==> config.mk <==
export PLATFORM = sky130hd
export DESIGN_NAME = flash_rom_cache
export DESIGN_NICKNAME = d
export VERILOG_FILES = /design/src/rtl/flash_cache_pkg.sv /design/src/rtl/flash_line_buf.sv /design/src/rtl/flash_rom_cache.sv
export SDC_FILE = /design/constraint.sdc
export NUM_CORES = 1
export LEC_CHECK = 0
export CORE_ASPECT_RATIO = 1.4
export CORE_MARGIN = 4
export CORE_UTILIZATION = 35
export CTS_CLUSTER_DIAMETER = 50
export CTS_CLUSTER_SIZE = 24
export DETAILED_ROUTE_END_ITERATION = 10
export SYNTH_ARGS = -nofsm -noshare
export SYNTH_HDL_FRONTEND = slang
export SYNTH_SLANG_ARGS = --single-unit
==> constraint.sdc <==
create_clock -name i_clk -period 1.7 [get_ports i_clk]
set_input_delay 0.34 -clock i_clk [delete_from_list [all_inputs] [get_ports i_clk]]
set_output_delay 0.34 -clock i_clk [all_outputs]
set_load 0.02 [all_outputs]
==> src/rtl/flash_cache_pkg.sv <==
// Shared types and constants for the flash ROM line cache.
// The FSM state encoding and line-offset helper live here.
package flash_cache_pkg;

  localparam int FLASH_ADDR_W = 24;

  typedef enum logic [2:0] {
    IDLE,
    ISSUE,
    WAIT_LO,
    WAIT_HI,
    RESP
  } state_t;

  function automatic int offs_w(input int line_bytes);
    return $clog2(line_bytes);
  endfunction

endpackage

==> src/rtl/flash_line_buf.sv <==
// Byte-wide register array holding one cache line.
// Written one byte at a time during refill, read combinationally by offset.
module flash_line_buf
  import flash_cache_pkg::*;
#(
  parameter  int LINE_BYTES = 8,
  localparam int OFFS_W     = offs_w(LINE_BYTES)
) (
  input  logic              i_clk,
  input  logic              i_we,
  input  logic [OFFS_W-1:0] i_widx,
  input  logic [7:0]        i_wdata,
  input  logic [OFFS_W-1:0] i_ridx,
  output logic [7:0]        o_rdata
);

  logic [7:0] r_mem [LINE_BYTES];

  always_ff @(posedge i_clk) begin
    if (i_we) r_mem[i_widx] <= i_wdata;
  end

  assign o_rdata = r_mem[i_ridx];

endmodule

==> src/rtl/flash_rom_cache.sv <==
// Single-line read cache between the NES ROM fetch logic and qspi_flashmem.
// Define FLASH_CACHE_STATS_EN to add saturating hit/miss counters.
module flash_rom_cache
  import flash_cache_pkg::*;
#(
  parameter int LINE_BYTES = 8,
  parameter int ADDR_W     = FLASH_ADDR_W
) (
  input  logic              i_clk,
  input  logic              i_reset,
  input  logic              i_run_nes,
  input  logic              i_invalidate,
  input  logic              i_req_valid,
  input  logic [ADDR_W-1:0] i_req_addr,
  output logic              o_req_ready,
  output logic              o_rsp_valid,
  output logic [7:0]        o_rsp_data,
  input  logic              i_flash_ready,
  output logic              o_flash_read_en,
  output logic [ADDR_W-1:0] o_flash_addr,
`ifdef FLASH_CACHE_STATS_EN
  output logic [15:0]       o_hit_count,
  output logic [15:0]       o_miss_count,
`endif
  input  logic [7:0]        i_flash_rdata
);

  localparam int OFFS_W = offs_w(LINE_BYTES);
  localparam int TAG_W  = ADDR_W - OFFS_W;

  state_t              r_state, w_next_state;
  logic [ADDR_W-1:0]   r_addr;
  logic [TAG_W-1:0]    r_tag;
  logic                r_line_valid;
  logic                r_abort;
  logic [OFFS_W-1:0]   r_fill_idx;
  logic [ADDR_W-1:0]   r_flash_addr;

  logic [TAG_W-1:0]    w_req_tag;
  logic [TAG_W-1:0]    w_cur_tag;
  logic                w_hit;
  logic                w_accept;
  logic                w_last;
  logic                w_fill_we;
  logic [OFFS_W-1:0]   w_fill_next;
  logic [7:0]          w_line_rdata;

  assign w_req_tag   = i_req_addr[ADDR_W-1:OFFS_W];
  assign w_cur_tag   = r_addr[ADDR_W-1:OFFS_W];
  assign w_hit       = r_line_valid && (r_tag == w_req_tag);
  assign w_accept    = (r_state == IDLE) && i_req_valid && i_run_nes && !i_invalidate && !i_reset;
  assign w_last      = (r_fill_idx == OFFS_W'(LINE_BYTES - 1));
  assign w_fill_we   = (r_state == WAIT_HI) && i_flash_ready;
  assign w_fill_next = r_fill_idx + OFFS_W'(1);
  assign o_flash_addr = r_flash_addr;

  flash_line_buf #(.LINE_BYTES(LINE_BYTES)) u_line_buf (
    .i_clk   (i_clk),
    .i_we    (w_fill_we),
    .i_widx  (r_fill_idx),
    .i_wdata (i_flash_rdata),
    .i_ridx  (r_addr[OFFS_W-1:0]),
    .o_rdata (w_line_rdata)
  );

  always_ff @(posedge i_clk) begin
    if (i_reset) r_state <= IDLE;
    else         r_state <= w_next_state;
  end

  always_comb begin
    w_next_state    = r_state;
    o_req_ready     = 1'b0;
    o_rsp_valid     = 1'b0;
    o_rsp_data      = 8'h00;
    o_flash_read_en = 1'b0;
    case (r_state)
      IDLE: begin
        o_req_ready = w_accept;
        if (w_accept) w_next_state = w_hit ? RESP : ISSUE;
      end
      ISSUE: begin
        o_flash_read_en = i_flash_ready;
        if (i_flash_ready) w_next_state = WAIT_LO;
      end
      WAIT_LO: if (!i_flash_ready) w_next_state = WAIT_HI;
      WAIT_HI: if (i_flash_ready) w_next_state = w_last ? RESP : ISSUE;
      RESP: begin
        o_rsp_valid  = 1'b1;
        o_rsp_data   = w_line_rdata;
        w_next_state = IDLE;
      end
      default: w_next_state = IDLE;
    endcase
  end

  // An invalidate seen at any point of a fill poisons the line it is building.
  always_ff @(posedge i_clk) begin
    if (i_reset) begin
      r_addr       <= '0;
      r_tag        <= '0;
      r_line_valid <= 1'b0;
      r_abort      <= 1'b0;
      r_fill_idx   <= '0;
      r_flash_addr <= '0;
    end else begin
      if (w_accept) begin
        r_addr <= i_req_addr;
        if (!w_hit) begin
          r_fill_idx   <= '0;
          r_line_valid <= 1'b0;
          r_abort      <= 1'b0;
          r_flash_addr <= {w_req_tag, {OFFS_W{1'b0}}};
        end
      end
      if (w_fill_we) begin
        if (w_last) begin
          r_line_valid <= !(r_abort || i_invalidate);
          r_tag        <= w_cur_tag;
        end else begin
          r_fill_idx   <= w_fill_next;
          r_flash_addr <= {w_cur_tag, w_fill_next};
        end
      end
      if (i_invalidate) begin
        r_line_valid <= 1'b0;
        if (r_state != IDLE) r_abort <= 1'b1;
      end
    end
  end

`ifdef FLASH_CACHE_STATS_EN
  logic [15:0] r_hit_count;
  logic [15:0] r_miss_count;

  always_ff @(posedge i_clk) begin
    if (i_reset) begin
      r_hit_count  <= '0;
      r_miss_count <= '0;
    end else if (w_accept) begin
      if (w_hit) begin
        if (r_hit_count != 16'hFFFF) r_hit_count <= r_hit_count + 16'd1;
      end else begin
        if (r_miss_count != 16'hFFFF) r_miss_count <= r_miss_count + 16'd1;
      end
    end
  end

  assign o_hit_count  = r_hit_count;
  assign o_miss_count = r_miss_count;
`endif

endmodule

## Word-level counts from Yosys, hierarchy flattened

Memories as Yosys holds them, arrays and structs flattened. A register that Yosys moved wholly into a read port is not among the register bits.
Cells that the tools add are included.

| cells by class | value |
|---|---|
| add/sub/neg operators | 1 |
| reductions and logical operators | 15 |
| equality and inequality tests | 10 |
| muxes and demuxes | 31 |

Operator list:

| operator | number |
|---|---|
| $mux 24 | 4 |
| $mux 3 | 12 |
| $eq 21x21->1 | 1 |
| $mux 1 | 13 |
| $pmux 3 s4 | 1 |
| $mux 8 | 1 |
| $ne 2x2->1 const B | 4 |
| $eq 3x2->1 const B | 2 |
| $eq 3x3->1 const B | 2 |
| $logic_and 1x1->1 | 6 |
| $reduce_and 4->1 | 1 |
| $add 3x1->3 const B | 1 |
| $eq 3x1->1 const B | 1 |
| $logic_not 1->1 | 3 |
| $logic_not 3->1 | 1 |
| $reduce_bool 3->1 | 1 |
| $reduce_and 2->1 | 1 |
| $reduce_or 2->1 | 1 |
| $logic_or 1x1->1 | 1 |

| storage, ports and cells | value |
|---|---|
| memories kept | 1 |
| memory bits (writable) | 64 |
| logic and storage cells | 65 |
| output and inout bits | 35 |
| input bits | 38 |
| bits in registers | 77 |

Memories:

| name | words | width | rd ports | clocked after Yosys merged registers in | wr ports | line | RTL |
|---|---|---|---|---|---|---|---|
| u_line_buf.r_mem | 8 | 8 | 1 | 1 | 1 | flash_line_buf.sv:17 | `logic [7:0] r_mem [LINE_BYTES];` |

## Depth between registers and ports, before layout

Gate-level depths: netlist (run 1).

| depth | value |
|---|---|
| depth in word-level cells | 8 |
| mapped depth | 8 |
| mapped depth without buffers | 6 |

## Cells and area by module

From an unflattened synthesis (run 1), not the netlist that was laid out.

| unflattened totals | value |
|---|---|
| cell total of the unflattened synthesis | 565 |
| area total of the unflattened synthesis | 6357.3 um^2 |

By module, submodules not included:

| module | sequential area each (um^2) | cells an instance | area an instance (um^2) | instances |
|---|---|---|---|---|
| flash_rom_cache | 1541.5 | 459 | 3826.2 | 1 |
| flash_line_buf | 1921.8 | 106 | 2531.2 | 1 |

## Least setup slack after synthesis (run 1)

Ideal clock, no wire load.

| timing path | value |
|---|---|
| path kind | register -> output |
| start | register with a tool-made name |
| end | output o_rsp_data[3] |
| path slack | -0.217 ns |
| stages on the path, launching flop included | 6 |
| arrival time | 1.577 ns |
| path through | dfxtp_1 > buf_2 > buf_2 > mux4_2 > mux2i_1 > nor2_1 |

RTL lines:

| element | line | RTL |
|---|---|---|
| end, declared | flash_rom_cache.sv:17 | `output logic [7:0] o_rsp_data,` |

==> results of run 1 <==
cells by family after synthesis:
logic type / Yosys count / share of synthesized area [%]
flip-flops: 144 / 59.6
multiplexers: 24 / 7.46
adder cells (fa/ha/maj): 2 / 0.424
buffers and inverters: 44 / 2.99
XOR/XNOR: 22 / 3.26
AND/OR/NAND/NOR: 188 / 13.3
AO/OA/AOI/OAI: 107 / 12.9
power breakdown:
group | leakage [nW] | total [mW] | switching, mW | internal (mW)
registers | 1.23 | 3.65 | 0.0155 | 3.63
logic | 1.80 | 0.412 | 0.202 | 0.209
clock network | 0.280 | 3.56 | 1.30 | 2.26
worst max-delay path, cell delays in order, from the launching register on:
cell and delay [ns]:
dfxtp_4 0.37, buf_12 0.14, mux4_2 0.50, mux2i_1 0.16, nor2_1 0.05, buf_2 0.15
registers in the layout, summed over array words and instances, names as in the netlist, named ones only:
| signal | cells |
|---|---|
| r_fill_idx | 3 |
| r_addr | 24 |
| r_state | 3 |
| r_line_valid | 1 |
| r_tag | 21 |
| o_flash_addr | 24 |
| r_abort | 1 |
| u_line_buf.r_mem | 64 |
cell usage after synthesis (all sizes together):
library cell  number
and3               2
clkinv             1
nand4b             1
nor4               3
mux2i              8
nor3               8
nor2              59
and2               1
nand4              6
a2111oi            1
dfxtp             80
a221oi             1
ha                 2
or3                1
mux4              16
inv                5
edfxtp            64
xnor2             22
nand3              5
buf               11
o41ai              2
nand2b             1
nand2            100
o311a             21
clkbuf            27
a211o             21
and4b              1
a21o               1
a31oi              6
a21oi             47
o21ai              7
layout make-up:
class | instances | area, um2 | share of cell area (%)
flip-flops and latches | 144 | 3540 | 42.3
well taps | 199 | 249 | 2.97
clock buffers | 25 | 485 | 5.79
clock inverters | 7 | 82.6 | 0.985
inverters | 6 | 25.0 | 0.299
repair buffers | 159 | 1560 | 18.6
multi-input cells | 343 | 2440 | 29.1
cell usage in the layout (no fill, tap or decap), drive strengths merged, types with 2 or more instances in the layout:
cell type      count
clkdlybuf4s50     22
dlygate4sd2       35
xnor2             22
edfxtp            64
nor2              59
o21ai              7
inv                6
a211o             21
nand2            100
dfxtp             80
dlymetal6s2s       3
buf               97
mux4              16
clkinv             5
bufinv             2
o311a             21
o41ai              2
a31oi              6
nor4               3
nand3              5
and3               2
nand4              6
clkbuf            27
mux2i              8
ha                 2
a21oi             47
nor3               8
how the worst min path moves through the flow:
stage / from / end / depth (start not counted) / slack, ns
after floorplan: i_invalidate / r_line_valid / 1 / 0.42
final: i_req_addr[22] / r_addr[22] / 3 / 0.26
after global routing: i_req_addr[22] / r_addr[22] / 3 / 0.27
after global placement: r_abort / r_line_valid / 1 / 0.43
after CTS: i_req_addr[19] / r_addr[19] / 3 / 0.35
after detailed placement: r_abort / r_line_valid / 1 / 0.45
through the flow:
step	util, %	total power, mW	cell area [um2]
finish	51.2	7.62	8380
CTS	49.9	7.67	8180
global placement	44.4	4.09	7280
detailed placement	44.4	4.10	7280
global route	51.2	7.86	8380
floorplan	-	3.86	5970
what timing repair did:
item | in CTS | in global routing
pin swaps | 27 | 18
setup buffers | 13 | 11
cloned | 4 | 2
setup endpoints to repair | 66 | 109
gates resized for setup | 133 | 40
per-layer routing:
layer	track usage, %	share of wire [%]	vias to the layer above
li1	-	-	2197
met1	18.3	38	2145
met2	29.5	53	142
met3	4.32	5.2	35
met4	7.79	3.2	0
met5	0	0	-
==> flow_metrics.env, run 1 <==
export IMPL_powerDensity_nw_per_um2=909
export IMPL_rr_startpoint="r_tag[1]"
export IMPL_initial_utilization_pct=36.1
export IMPL_syn2layout_area_growth_pct=41.9
export IMPL_final_cells=883
export IMPL_cp_max_fo=8
export IMPL_reg2reg_slack_ns=-0.18
export IMPL_globalplace_congestion=0.791
export IMPL_grt_pass1_wl_um=24400
export IMPL_holdWs_ns=0.262
export IMPL_drive_gt1_share_pct=28.1
export IMPL_ys_types=36
export IMPL_grt_start_max_net_pins=51
export IMPL_post_route_drc_count=0
export IMPL_nets=711
export IMPL_synth_area_leaders="edfxtp_1 33%, dfxtp_1 27%, nand2_1 6.3%"
export IMPL_fmax_mhz=469
export IMPL_port_buffers=72
export IMPL_drtIter0Drc=249
export IMPL_grt_usage_pct=16.5
export IMPL_ys_ff_latch=144
export IMPL_hpwlAfterDp_um=10100
export IMPL_slew_violations=0
export IMPL_nFillCells=1438
export IMPL_wl_per_cell_um=17.9
export IMPL_clockBufferDepth=2
export IMPL_worstSetupPathType="reg2out"
export IMPL_cp_arrival_ns=1.79
export IMPL_min_period_ns=2.13
export IMPL_io_pins=73
export IMPL_maxCapViolations=0
export IMPL_run_status="finished, violations left"
export IMPL_yosys_area_top_type="edfxtp_1"
export IMPL_grt_pass1_vias=4660
export IMPL_ys_warnings_count=0
export IMPL_syn_num_nets=571
export IMPL_avgSynthCellArea_um2=11.1
export IMPL_seq_area_frac_synth_pct=59.6
export IMPL_clk_pin_slew_ns=0.06
export IMPL_post_route_period_util_pct=125
export IMPL_cts_buffers=17
export IMPL_power_leakage_nw=3.30
export IMPL_die_y_um=162
export IMPL_cp_required_ns=1.36
export IMPL_critPathCaptureType="output pin"
export IMPL_setup_violations=34
export IMPL_violations="setup timing"
export IMPL_dp_slack_ns=-0.687
export IMPL_ctsRootBufferMaster="clkbuf_16"
export IMPL_antenna_found_initial=0
export IMPL_hold_violations=0
export IMPL_dieArea_um2=19000
export IMPL_critPathLaunchType="register"
export IMPL_worst_slack_ns=-0.431
export IMPL_cts_hold_buf=0
export IMPL_critical_path_endpoint="o_rsp_data[7]"
export IMPL_syn_inst=531
export IMPL_first_pass_iters=4
export IMPL_die_w_um=118
export IMPL_syn_area_um2=5910
export IMPL_timing_rr_end="o_flash_addr[17]"
export IMPL_row_count=55
export IMPL_clock_latency_ns=0.42
export IMPL_vias=4519
export IMPL_tightest_slew_ns=0.538
export IMPL_tritoncts="yes"
export IMPL_core_area_um2=16400
export IMPL_ctsHtreeMaxLevel=4
export IMPL_max_vdd_ir_drop_mv=0.507
export IMPL_grt_overflow=0
export IMPL_hold_path_class="in2reg"
export IMPL_rsz0062_at_grt="true"
export IMPL_relSlewSlack_pct=64.1
export IMPL_dp_cells=825
export IMPL_clkSinkCount=144
export IMPL_diodes=0
export IMPL_drt_total_wl_um=15800
export IMPL_synth_top_area_share_pct=32.5
export IMPL_drtAntennaViolNets=0
export IMPL_fin_setup_tns_ns=-6.63
export IMPL_clock_skew_ns=0.00942
export IMPL_reg2reg_depth=7
export IMPL_routed_via_density=5.12
Note: power is estimated with default switching activity, not from simulation.
==> run 2: changes to the inputs <==
--- a/config.mk
+++ b/config.mk
@@ -14,3 +14,4 @@
 export SYNTH_ARGS = -nofsm -noshare
 export SYNTH_HDL_FRONTEND = slang
 export SYNTH_SLANG_ARGS = --single-unit
+export TNS_END_PERCENT = 20
==> flow_metrics.env, run 2 (synthesis gave the netlist of run 1 again) <==
export IMPL_hold_violations=0
export IMPL_io_pins=73
export IMPL_routed_via_density=5.35
export IMPL_timing_rr_end="r_fill_idx[1]"
export IMPL_top_register="u_line_buf.r_mem"
export IMPL_clockBufferDepth=2
export IMPL_largest_register_ffs=64
export IMPL_min_period_ns=2.17
export IMPL_holdCritStartpoint="i_req_addr[8]"
export IMPL_drtIter0Drc=194
export IMPL_clock_latency_ns=0.42
export IMPL_grt_overflow=0
export IMPL_drtAntennaViolNets=0
export IMPL_powerDensity_nw_per_um2=942
export IMPL_grt_pass1_wl_um=25900
export IMPL_post_route_period_util_pct=128
export IMPL_p_total_mw=7.60
export IMPL_final_cells=861
export IMPL_critPathCaptureType="output pin"
export IMPL_path_cells="buf_12 > mux4_2 > mux2i_1 > nor2_1 > buf_2"
export IMPL_final_cell_mix="98 x nand2_1, 74 x dfxtp_1, 64 x edfxtp_1"
export IMPL_cp_slowest_stage_delay_ns=0.50
export IMPL_wl_per_cell_um=18.5
export IMPL_worst_slack_ns=-0.471
export IMPL_holdWs_ns=0.277
export IMPL_violations="setup timing"
export IMPL_ctsRootBufferMaster="clkbuf_16"
export IMPL_relSlewSlack_pct=54.3
export IMPL_initial_utilization_pct=36.1
export IMPL_grt_usage_pct=17.4
export IMPL_reg2reg_depth=7
export IMPL_globalplace_congestion=0.815
export IMPL_power_leakage_nw=3.16
export IMPL_diodes=0
export IMPL_reg2reg_slack_ns=-0.19
export IMPL_setup_violations=40
export IMPL_port_buffers=72
export IMPL_critical_path_endpoint="o_rsp_data[2]"
export IMPL_regArea_um2=3540
export IMPL_first_pass_iters=5
export IMPL_core_area_um2=16400
export IMPL_cp_max_fo=8
export IMPL_dp_cells=821
export IMPL_cp_arrival_ns=1.83
export IMPL_rsz0062_at_grt="true"
export IMPL_worstSetupPathType="reg2out"
export IMPL_syn2layout_area_growth_pct=36.6
export IMPL_post_route_drc_count=0
export IMPL_final_common_cell="nand2_1"
export IMPL_tightest_slew_ns=0.686
export IMPL_hold_path_class="in2reg"
export IMPL_clkSinkCount=144
export IMPL_clock_skew_ns=0.0108
export IMPL_cts_hold_buf=0
export IMPL_finalInstanceArea_um2=8070
export IMPL_vias=4604
export IMPL_slew_violations=0
export IMPL_grt_pass1_vias=4823
export IMPL_die_y_um=162
export IMPL_maxCapViolations=0
export IMPL_nFillCells=1458
export IMPL_max_vdd_ir_drop_mv=0.545
export IMPL_die_w_um=118
export IMPL_ctsHtreeMaxLevel=4
export IMPL_cts_buffers=17
export IMPL_dieArea_um2=19000
export IMPL_run_status="finished, violations left"
export IMPL_critPathLaunchType="register"
export IMPL_cp_required_ns=1.36
export IMPL_row_count=55
export IMPL_fmax_mhz=461
export IMPL_cp_slowest_cell="mux4_2"
export IMPL_nets=689
export IMPL_antenna_found_initial=1
export IMPL_drt_total_wl_um=15900
export IMPL_drive_gt1_share_pct=23.1
export IMPL_rr_startpoint="r_tag[7]"
export IMPL_clk_pin_slew_ns=0.06
export IMPL_hpwlAfterDp_um=10400
export IMPL_grt_start_max_net_pins=66
export IMPL_dpl_cell_area_um2=7250
export IMPL_multi_input_area_um2=2320
export IMPL_tritoncts="yes"
==> run 2: per-stage QoR <==
step           setup slack, ns  util (%)  setup TNS [ns]
6_report                -0.471      49.3           -7.48
3_3_place_gp            -0.787      44.3          -64.86
5_1_grt                 -0.551      49.3          -10.42
3_5_place_dp            -0.814      44.3          -66.24
2_1_floorplan          -0.0514         -           -1.19
4_1_cts                 -0.535      49.1           -7.88
==> run 2: final cells by class <==
cell class | instances | share of cell area (%)
clock buffers | 24 | 6.11
repair buffers | 137 | 16.9
multi-input cells | 343 | 28.8
flip-flops and latches | 144 | 43.8
clock inverters | 8 | 0.992
inverters | 6 | 0.295
well taps | 199 | 3.09
==> run 2: worst min-delay path by stage <==
stage / cells past startpoint / end
after detailed placement: 2 / register
final: 3 / r_addr[8]
after global routing: 3 / r_addr[8]
after floorplan: 1 / r_line_valid
after global placement: 2 / register
after CTS: 3 / r_state[1]
==> run 2: worst max-delay path: cells and delay by family (launching register included) <==
family	cells	cell delay, ns
and+or+nand+nor	1	0.06
DFF	1	0.37
muxes	2	0.69
buffers and inverters	2	0.30
==> run 2: repair_timing <==
action | in CTS | in global routing
buffers inserted | 5 | 1
pin swaps | 13 | 31
resized for setup | 112 | 24
gates cloned | 4 | 0
endpoints found under the setup margin | 88 | 73
==> run 2: where the power goes <==
| group | leakage (nW) | switching, mW | internal [mW] |
|---|---|---|---|
| registers | 1.22 | 0.0160 | 3.63 |
| clock network | 0.276 | 1.39 | 2.18 |
| logic | 1.66 | 0.191 | 0.192 |
==> run 2: routing by layer <==
metal	part of all wire [%]	GRT usage [%]	vias to the layer above
li1	-	-	2167
met1	41	19.9	2228
met2	51	30.7	175
met3	5.9	4.67	32
met4	2.3	7.47	2
met5	0.069	0	-
==> run 3: changes to the inputs <==
--- a/config.mk
+++ b/config.mk
@@ -6,11 +6,11 @@
 export NUM_CORES = 1
 export LEC_CHECK = 0
 export CORE_ASPECT_RATIO = 1.4
-export CORE_MARGIN = 4
 export CORE_UTILIZATION = 35
 export CTS_CLUSTER_DIAMETER = 50
 export CTS_CLUSTER_SIZE = 24
 export DETAILED_ROUTE_END_ITERATION = 10
+export REMOVE_ABC_BUFFERS = 1
 export SYNTH_ARGS = -nofsm -noshare
 export SYNTH_HDL_FRONTEND = slang
 export SYNTH_SLANG_ARGS = --single-unit
==> flow_metrics.env, run 3 (synthesis gave the netlist of run 1 again) <==
export IMPL_cpLargestDelayFamily="multiplexers"
export IMPL_rsz0062_at_grt="true"
export IMPL_dp_slack_ns=-0.772
export IMPL_grt_start_max_net_pins=72
export IMPL_grt_pass1_wl_um=24300
export IMPL_setup_violations=67
export IMPL_dieArea_um2=17400
export IMPL_worst_slack_ns=-0.463
export IMPL_port_buffers=72
export IMPL_largest_register_ffs=64
export IMPL_maxCapViolations=0
export IMPL_nets=696
export IMPL_tightest_slew_ns=0.797
export IMPL_critPathLaunchType="register"
export IMPL_nFillCells=1430
export IMPL_grt_usage_pct=18.4
export IMPL_finalInstanceArea_um2=8230
export IMPL_fmax_mhz=462
export IMPL_routed_via_density=5.29
export IMPL_syn2layout_area_growth_pct=39.3
export IMPL_clockBufferDepth=2
export IMPL_ctsHtreeMaxLevel=4
export IMPL_top_usage_layer="met2"
export IMPL_post_route_drc_count=4
export IMPL_p_clk_share_pct=48.8
export IMPL_dp_cells=821
export IMPL_power_leakage_nw=3.23
export IMPL_grt_use_met2_pct=33.5
export IMPL_clock_skew_ns=0.00819
export IMPL_rr_startpoint="r_state[1]"
export IMPL_holdWs_ns=0.260
export IMPL_clkSinkCount=144
export IMPL_slew_violations=0
export IMPL_switching_share_pct=21.1
export IMPL_wl_per_cell_um=17.7
export IMPL_final_cells=868
export IMPL_worstSetupPathType="reg2out"
export IMPL_seq_power_share_pct=46.3
export IMPL_max_vdd_ir_drop_mv=0.692
export IMPL_violations="DRC, setup timing"
export IMPL_drt_total_wl_um=15400
export IMPL_vias=4590
export IMPL_diodes=0
export IMPL_core_area_um2=16300
export IMPL_clock_latency_ns=0.42
export IMPL_grt_overflow=0
export IMPL_cts_hold_buf=0
export IMPL_powerDensity_nw_per_um2=957
export IMPL_cts_buffers=17
export IMPL_cp_slowest_stage_delay_ns=0.51
export IMPL_die_y_um=156
export IMPL_drtAntennaViolNets=0
export IMPL_fin_setup_tns_ns=-11.50
export IMPL_cp_arrival_ns=1.82
export IMPL_row_count=55
export IMPL_crit_buf_inv=2
export IMPL_final_common_cell="nand2_1"
export IMPL_hpwlAfterDp_um=9360
export IMPL_met1_usage_pct=20.5
export IMPL_drive_gt1_share_pct=25.6
export IMPL_p_total_mw=7.88
export IMPL_hold_path_class="in2reg"
export IMPL_initial_utilization_pct=36.2
export IMPL_critPathCaptureType="output pin"
export IMPL_antenna_found_initial=0
export IMPL_post_route_period_util_pct=127
export IMPL_final_cell_mix="97 x nand2_1, 74 x dfxtp_1, 64 x edfxtp_1"
export IMPL_dpl_cell_area_um2=7220
export IMPL_holdCritStartpoint="i_req_addr[10]"
export IMPL_io_pins=73
export IMPL_ctsRootBufferMaster="clkbuf_16"
export IMPL_globalplace_congestion=0.806
export IMPL_run_status="finished, violations left"
export IMPL_tritoncts="yes"
export IMPL_pwr_share_comb_pct=4.9
export IMPL_hold_violations=0
export IMPL_gr_usage_met3_pct=4.58
export IMPL_path_cells="buf_12 > mux4_2 > mux2i_1 > nor2_1 > buf_4"
export IMPL_relSlewSlack_pct=46.9
export IMPL_cp_required_ns=1.36
export IMPL_die_w_um=112
export IMPL_p_int_mw=6.21
export IMPL_top_register="u_line_buf.r_mem"
export IMPL_min_period_ns=2.16
export IMPL_first_pass_iters=8
export IMPL_cp_slowest_cell="mux4_2"
export IMPL_clk_pin_slew_ns=0.06
export IMPL_grt_pass1_vias=4654
export IMPL_post_route_util_pct=50.4
export IMPL_cp_max_fo=8
export IMPL_power_switching_mw=1.66
export IMPL_drtIter0Drc=300
-- run 3: cell types whose count changed in the layout (fill, tap and decap cells not counted), moves of 3 or more --
cell	change
buf_4	+3
nor2_2	-4
a21oi_1	-9
nor3_2	-3
buf_12	-3
a21oi_2	+9
nor3_1	+3
buf_6	+5
buf_16	+4
clkbuf_1	-4
-- run 3: power groups by stage --
stage	Sequential (mW)	Combinational (mW)	Clock, mW
floorplan	3.74	0.0948	0
global placement	3.72	0.352	0
detailed placement	3.72	0.357	0
CTS	3.65	0.378	3.91
global route	3.65	0.410	4.06
finish	3.65	0.384	3.85
-- run 3: cell type report --
class                   count  area (um2)  share of cell area, %
well taps                 199         249                   3.03
multi-input cells         343        2370                   28.8
repair buffers            144        1430                   17.4
clock buffers              21         494                   6.01
flip-flops and latches    144        3530                   43.0
clock inverters            11         124                   1.51
inverters                   6        26.3                  0.319
-- run 3: worst reg2reg max path, stage by stage (launching register included) --
cell      delay, ns
dfxtp_2        0.33
buf_6          0.12
nor4_4         0.30
nand4_1        0.23
clkinv_2       0.13
buf_6          0.10
buf_6          0.11
buf_12         0.12
nor2_4         0.05
a31oi_1        0.23
o41ai_2        0.11
-- run 3: timing repair --
| item | CTS | global route |
|---|---|---|
| gates resized for setup | 125 | 36 |
| cloned | 5 | 0 |
| setup endpoints to repair | 72 | 118 |
| pin swaps | 17 | 15 |
| setup buffers | 10 | 1 |
-- run 3: metal layers --
metal	part of all wire [%]	vias to the layer above
met1	40	2239
li1	-	2172
met2	53	152
met5	0	-
met3	4.7	27
met4	1.6	0
-- run 3: final timing paths --
kind                   end  slack (ns)  cells past startpoint
max reg2reg  r_fill_idx[1]       -0.28                     10
min             r_addr[10]        0.26                      3
min reg2reg       register        0.46                      2
max          o_rsp_data[6]       -0.46                      5
